### src/rtl/ram_bridge_pkg.sv
// ram_bridge_pkg: shared definitions for the RAM byte bridge.
//   state_t          bridge FSM encoding (IDLE, RD, RSP)
//   GNT_HOST/GNT_BUS grant encoding produced by the arbiter
//   lane_byte()      extract byte n from a RAM word (zero-extended to LANE_MAX_W)
package ram_bridge_pkg;

  typedef enum logic [1:0] {
    IDLE = 2'd0,
    RD   = 2'd1,
    RSP  = 2'd2
  } state_t;

  localparam logic GNT_HOST = 1'b0;
  localparam logic GNT_BUS  = 1'b1;

  // Widest word the lane helper accepts; callers zero-extend into this.
  localparam int unsigned LANE_MAX_BYTES = 64;
  localparam int unsigned LANE_MAX_W     = 8 * LANE_MAX_BYTES;

  function automatic logic [7:0] lane_byte(input logic [LANE_MAX_W-1:0] word,
                                           input int unsigned           n);
    return word[8*n +: 8];
  endfunction

endpackage

### src/rtl/ram_bridge_arb.sv
// ram_bridge_arb: grant logic for the host / bus requesters.
//   clk, rst_n  only present when RAM_BYTE_BRIDGE_RR_ARB_EN is defined
//   host_req    host request
//   bus_req     bus request
//   idle        bridge can take a new request this cycle
//   gnt_vld     a request is granted this cycle
//   gnt         which requester (GNT_HOST / GNT_BUS)
// Optional macro RAM_BYTE_BRIDGE_RR_ARB_EN: round-robin on contention.
// Without it the host always wins and no state is kept.
module ram_bridge_arb
  import ram_bridge_pkg::*;
(
`ifdef RAM_BYTE_BRIDGE_RR_ARB_EN
  input  logic clk,
  input  logic rst_n,
`endif
  input  logic host_req,
  input  logic bus_req,
  input  logic idle,
  output logic gnt_vld,
  output logic gnt
);

  assign gnt_vld = idle && (host_req || bus_req);

`ifdef RAM_BYTE_BRIDGE_RR_ARB_EN
  logic contended;
  logic rr_prio;   // requester that wins the next contended grant

  assign contended = idle && host_req && bus_req;

  always_ff @(posedge clk or negedge rst_n) begin
    if (!rst_n) begin
      rr_prio <= GNT_HOST;
    end else if (contended) begin
      rr_prio <= ~rr_prio;
    end
  end

  always_comb begin
    gnt = host_req ? GNT_HOST : GNT_BUS;
    if (contended) begin
      gnt = rr_prio;
    end
  end
`else
  assign gnt = host_req ? GNT_HOST : GNT_BUS;
`endif

endmodule

### src/rtl/ram_byte_bridge.sv
// ram_byte_bridge: arbitrated bridge in front of a single-port word RAM
// with per-byte write enables.
//   host_*      byte-wide valid/ready port; reads answer with a one-cycle
//               host_rsp_valid pulse two cycles after accept, writes are
//               posted (one per cycle, no response)
//   bus_*       word-wide Wishbone-classic style port; bus_ack one cycle
//               after grant for writes, two cycles for reads
//   ram_*       RAM macro interface; ram_do valid one cycle after ram_en
// Optional macro RAM_BYTE_BRIDGE_RR_ARB_EN: round-robin arbitration on
// contention instead of fixed host priority.
module ram_byte_bridge
  import ram_bridge_pkg::*;
#(
  parameter int unsigned WORD_BYTES  = 4,
  parameter int unsigned DEPTH_WORDS = 32,
  parameter int unsigned LANE_W      = $clog2(WORD_BYTES),
  parameter int unsigned WADDR_W     = $clog2(DEPTH_WORDS),
  parameter int unsigned HADDR_W     = WADDR_W + LANE_W
) (
  input  logic                    clk,
  input  logic                    rst_n,
  input  logic                    host_valid,
  output logic                    host_ready,
  input  logic                    host_we,
  input  logic [HADDR_W-1:0]      host_addr,
  input  logic [7:0]              host_wdata,
  output logic                    host_rsp_valid,
  output logic [7:0]              host_rsp_data,
  input  logic                    bus_cyc,
  input  logic [WADDR_W-1:0]      bus_adr,
  input  logic                    bus_we,
  input  logic [WORD_BYTES-1:0]   bus_sel,
  input  logic [8*WORD_BYTES-1:0] bus_dat,
  output logic [8*WORD_BYTES-1:0] bus_rdt,
  output logic                    bus_ack,
  output logic                    ram_en,
  output logic [WADDR_W-1:0]      ram_a,
  output logic [WORD_BYTES-1:0]   ram_we,
  output logic [8*WORD_BYTES-1:0] ram_di,
  input  logic [8*WORD_BYTES-1:0] ram_do
);

  state_t              state, state_nxt;
  logic                owner_p1;   // requester of the transaction in flight
  logic [LANE_W-1:0]   lane_p1;    // host byte lane of the read in flight
  logic                idle;
  logic                gnt_vld;
  logic                gnt;
  logic [LANE_W-1:0]   host_lane;

  assign host_lane = host_addr[LANE_W-1:0];

  // Gating with rst_n keeps every RAM strobe and host_ready low for the
  // whole time reset is held, not just after the first clock.
  assign idle = rst_n && (state == IDLE);

  ram_bridge_arb u_arb (
`ifdef RAM_BYTE_BRIDGE_RR_ARB_EN
    .clk      (clk),
    .rst_n    (rst_n),
`endif
    .host_req (host_valid),
    .bus_req  (bus_cyc),
    .idle     (idle),
    .gnt_vld  (gnt_vld),
    .gnt      (gnt)
  );

  always_ff @(posedge clk or negedge rst_n) begin
    if (!rst_n) begin
      state <= IDLE;
    end else begin
      state <= state_nxt;
    end
  end

  always_comb begin
    state_nxt  = state;
    host_ready = 1'b0;
    ram_en     = 1'b0;
    ram_a      = '0;
    ram_we     = '0;
    ram_di     = '0;
    case (state)
      IDLE: begin
        // Ready unless the bus takes this cycle while the host is asking.
        host_ready = idle && !(host_valid && (gnt == GNT_BUS));
        if (gnt_vld) begin
          ram_en = 1'b1;
          if (gnt == GNT_HOST) begin
            ram_a = host_addr[HADDR_W-1:LANE_W];
            if (host_we) begin
              ram_we = {{(WORD_BYTES-1){1'b0}}, 1'b1} << host_lane;
              ram_di = {WORD_BYTES{host_wdata}};
            end else begin
              state_nxt = RD;
            end
          end else begin
            ram_a = bus_adr;
            if (bus_we) begin
              ram_we    = bus_sel;
              ram_di    = bus_dat;
              state_nxt = RSP;
            end else begin
              state_nxt = RD;
            end
          end
        end
      end
      RD:      state_nxt = RSP;
      RSP:     state_nxt = IDLE;
      default: state_nxt = IDLE;
    endcase
  end

  assign host_rsp_valid = (state == RSP) && (owner_p1 == GNT_HOST);
  assign bus_ack        = (state == RSP) && (owner_p1 == GNT_BUS);

  // Grant stage -> RD stage: remember owner and lane of the request.
  // RD stage -> RSP stage: capture RAM read data into the owner's register.
  always_ff @(posedge clk or negedge rst_n) begin
    if (!rst_n) begin
      owner_p1      <= GNT_HOST;
      lane_p1       <= '0;
      host_rsp_data <= '0;
      bus_rdt       <= '0;
    end else begin
      if (gnt_vld) begin
        owner_p1 <= gnt;
        lane_p1  <= host_lane;
      end
      if (state == RD) begin
        if (owner_p1 == GNT_HOST) begin
          host_rsp_data <= lane_byte(LANE_MAX_W'(ram_do), 32'(lane_p1));
        end else begin
          bus_rdt <= ram_do;
        end
      end
    end
  end

endmodule

### config.mk
export PLATFORM = sky130hd
export DESIGN_NAME = ram_byte_bridge
export DESIGN_NICKNAME = d
export VERILOG_FILES = /design/src/rtl/ram_bridge_pkg.sv /design/src/rtl/ram_bridge_arb.sv /design/src/rtl/ram_byte_bridge.sv
export SDC_FILE = /design/constraint.sdc
export NUM_CORES = 1
export LEC_CHECK = 0
export ABC_AREA = 0
export CORE_AREA = 4 4 94 96
export CTS_BUF_LIST = sky130_fd_sc_hd__clkbuf_4
export CTS_CLUSTER_SIZE = 40
export DETAILED_ROUTE_END_ITERATION = 7
export DIE_AREA = 0 0 98 100
export GPL_TIMING_DRIVEN = 0
export PLACE_DENSITY_LB_ADDON = 0.2
export SETUP_SLACK_MARGIN = 0.15
export SYNTH_ARGS = -nofsm -noshare
export SYNTH_HDL_FRONTEND = slang
export SYNTH_HIERARCHICAL = 1
export SYNTH_SLANG_ARGS = --single-unit
### constraint.sdc
create_clock -name clk -period 2.06 [get_ports clk]
set_input_delay 0.412 -clock clk [delete_from_list [all_inputs] [get_ports clk]]
set_output_delay 0.412 -clock clk [all_outputs]
set_load 0.01 [all_outputs]
==> out/metrics.yaml <==
status: "finished with violations"
violations: "negative setup slack"
nFillCells: 718
finalWirelength_um: 9350
ir_drop_v: 0.0003994
crit_slowest_cell: "dfrtp_2"
cp-start-kind: "register"
grt_max_degree: 17
synth_top_area_share: 0.4371
clkTransAtPathRegs_ns: 0.13
synth_edf_count: 0
path_cells: "nor3b_2, o21a_2, or3b_4, buf_8, buf_12, a21oi_4, buf_6"
rows: 33
max_freq_ghz: 0.3909
design.portCount: 179
place_area_sq_um: 4713
finalCritPeriodShare: 1.242
rsz0062_at_grt: "yes"
path_buf_inv: 3
final_nets: 516
synthArstFlopShare: 1.000
cap_viol_max_count: 0
cts_buffers: 5
yosysMostFrequentCell: "dfrtp_1"
fp.dieW_um: 98
setup_viol_count_final: 42
cts-root-buf: "clkbuf_4"
finClkSkew_ns: 0.007275
hold_viol_final: 0
worst_skew_pair.late_latency_ns: 0.36
syn_inst: 225
htreeDepth: 2
gp_congestion: 0.8187
cts.sinks: 45
wl_per_cell_um: 17.71
r2r-start: "state[0]"
dieArea_sq_um: 9800
min_period_ns: 2.558
synthToLayoutAreaGrowth_pct: 88.68
final-max-slew-violation-count: 0
setup_ws_ns: -0.4981
finalPower_uw: 4360
r2r_end: "state[0]"
p_leak_uw: 0.001953
drive_gt1_frac: 0.4255
first_global_vias: 2782
worstMarginPinSlew_ns: 0.7311
synth_ff_type: "dfrtp_1"
grt_pass1_wl_um: 14760
io_buffers: 177
drcViolationCount: 0
r2r_cells: 5
grt_antenna_before_repair: 0
design_area_sq_um: 4861
tns_ns: -19.73
cp_slowest_stage_delay_ns: 0.43
cts_buffer_depth: 2
post-place-cells: 508
relSlewSlack: 0.5110
vias: 2593
holdCritPathClass: "input port to asynchronous set/reset pin"
syn_area_sq_um: 2576
crit_path_end_kind: "output port"
grt_overflow: 0
syn_avg_cell_area_sq_um: 11.45
cp_data_arrival_time_ns: 2.15
final_cell_count_no_fill: 528
ys_warn_count: 6
worstPathMaxFanout: 10
path_delay_family: "simple AND/OR/NAND/NOR gates"
ant_nets: 0
start_util: 0.3200
yosys-top-cells-area: "dfrtp_1 44%, mux2_2 19%, nand3_1 7.0%"
power_density_nw_per_um2: 897.0
crit_required_ns: 1.65
synth_area_leader_cell: "dfrtp_1"
core_sq_um: 8051
regToRegSetupSlack_ns: 0.39
worstSetupPathType: "register to output port"
place_hpwl_um: 7371
yosysUniqueCellTypes: 26
drt-initial-drc-count: 56
cts_tree: "built"
diodes: 0
synth-seq-cells: 45
synth_commonest_cells: "45 x dfrtp_1, 43 x mux2_2, 36 x nand3_1, 33 x a21oi_1"
dieHeight_um: 100
grt_usage: 0.1891
synth_nets: 319
via_per_inst: 4.911
ys_seq_area_frac: 0.4371
drt-pass1-iter-count: 4
==> report_power, final <==
part,total (uW),internal (uW),switching (uW)
clock network,558,272,286
registers,1500,1300,200
logic,2300,1440,869
==> area by class of cell <==
type,instances,area [sq um],area share
multi-input cells,157,1548,0.3184
repair buffers,190,1784,0.3671
plain buffers,21,177.7,0.03655
flip-flops and latches,45,1129,0.2322
clock inverters,2,38.79,0.007979
clock buffers,6,45.04,0.009266
well taps,105,131.4,0.02703
inverters,2,7.507,0.001544
==> metrics by stage <==
| step | utilization | hold slack, ns | setup WS, ns |
|---|---|---|---|
| after detailed placement | 0.5854 | 0.3603 | -1.301 |
| final | 0.6037 | 0.06657 | -0.4981 |
| after floorplan | - | 0.1164 | 0.03237 |
| after global placement | 0.5835 | 0.4865 | -2.841 |
| after CTS | 0.5941 | 0.05675 | -0.4791 |
| after global routing | 0.6037 | 0.03991 | -0.5764 |
==> state kept, by name, summed over array words and instances (netlist names) <==
register,count
bus_rdt,32
state,2
owner_p1,1
host_rsp_data,8
lane_p1,2
==> worst max path at each step <==
| stage | from | end | cells after the start |
|---|---|---|---|
| after detailed placement | rst_n | ram_di[5] | 9 |
| final | state[0] | ram_di[5] | 7 |
| after CTS | state[1] | ram_di[5] | 7 |
| after global routing | state[0] | ram_di[4] | 7 |
| after global placement | rst_n | ram_di[5] | 8 |
| after floorplan | state[0] | ram_di[10] | 6 |
==> logic make-up (layout without fill, tap and decap cells) <==
family,after synthesis,count (layout),share of synthesized area
multiplexers,56,56,0.2773
AND/OR/NAND/NOR,61,61,0.1433
AO/OA/AOI/OAI,40,40,0.08549
buffers and inverters,23,221,0.05682
flip-flops,45,45,0.4371
==> timing repair <==
item                                   CTS  global route
cloned                                   1             0
hold buffers                             2             0
setup endpoints to repair               46            44
buffers inserted                         7             2
endpoints found under the hold margin   16             0
resized for setup                      199            23
pin swaps                                1             1
==> cell usage in the layout (no fill, tap or decap), drive strengths merged, types with 2 or more instances in the layout <==
| cell type | count |
|---|---|
| clkdlybuf4s50 | 130 |
| buf | 67 |
| dfrtp | 45 |
| mux2 | 43 |
| nand3 | 36 |
| a21oi | 36 |
| clkbuf | 14 |
| nand3b | 9 |
| mux4 | 8 |
| nor2 | 6 |
| mux2i | 5 |
| nor3b | 3 |
| or4bb | 2 |
| dlygate4sd3 | 2 |
| inv | 2 |
==> routing by layer <==
layer / up-vias / track usage / wire length [um] / share of wire
li1: 1230 / - / - / -
met1: 1242 / 0.2219 / 3705 / 0.40
met2: 113 / 0.3398 / 4753 / 0.51
met3: 8 / 0.05768 / 767 / 0.082
met4: 0 / 0.04366 / 123 / 0.013
met5: - / 0 / 0 / 0
Power figures use the tool's default switching activity.
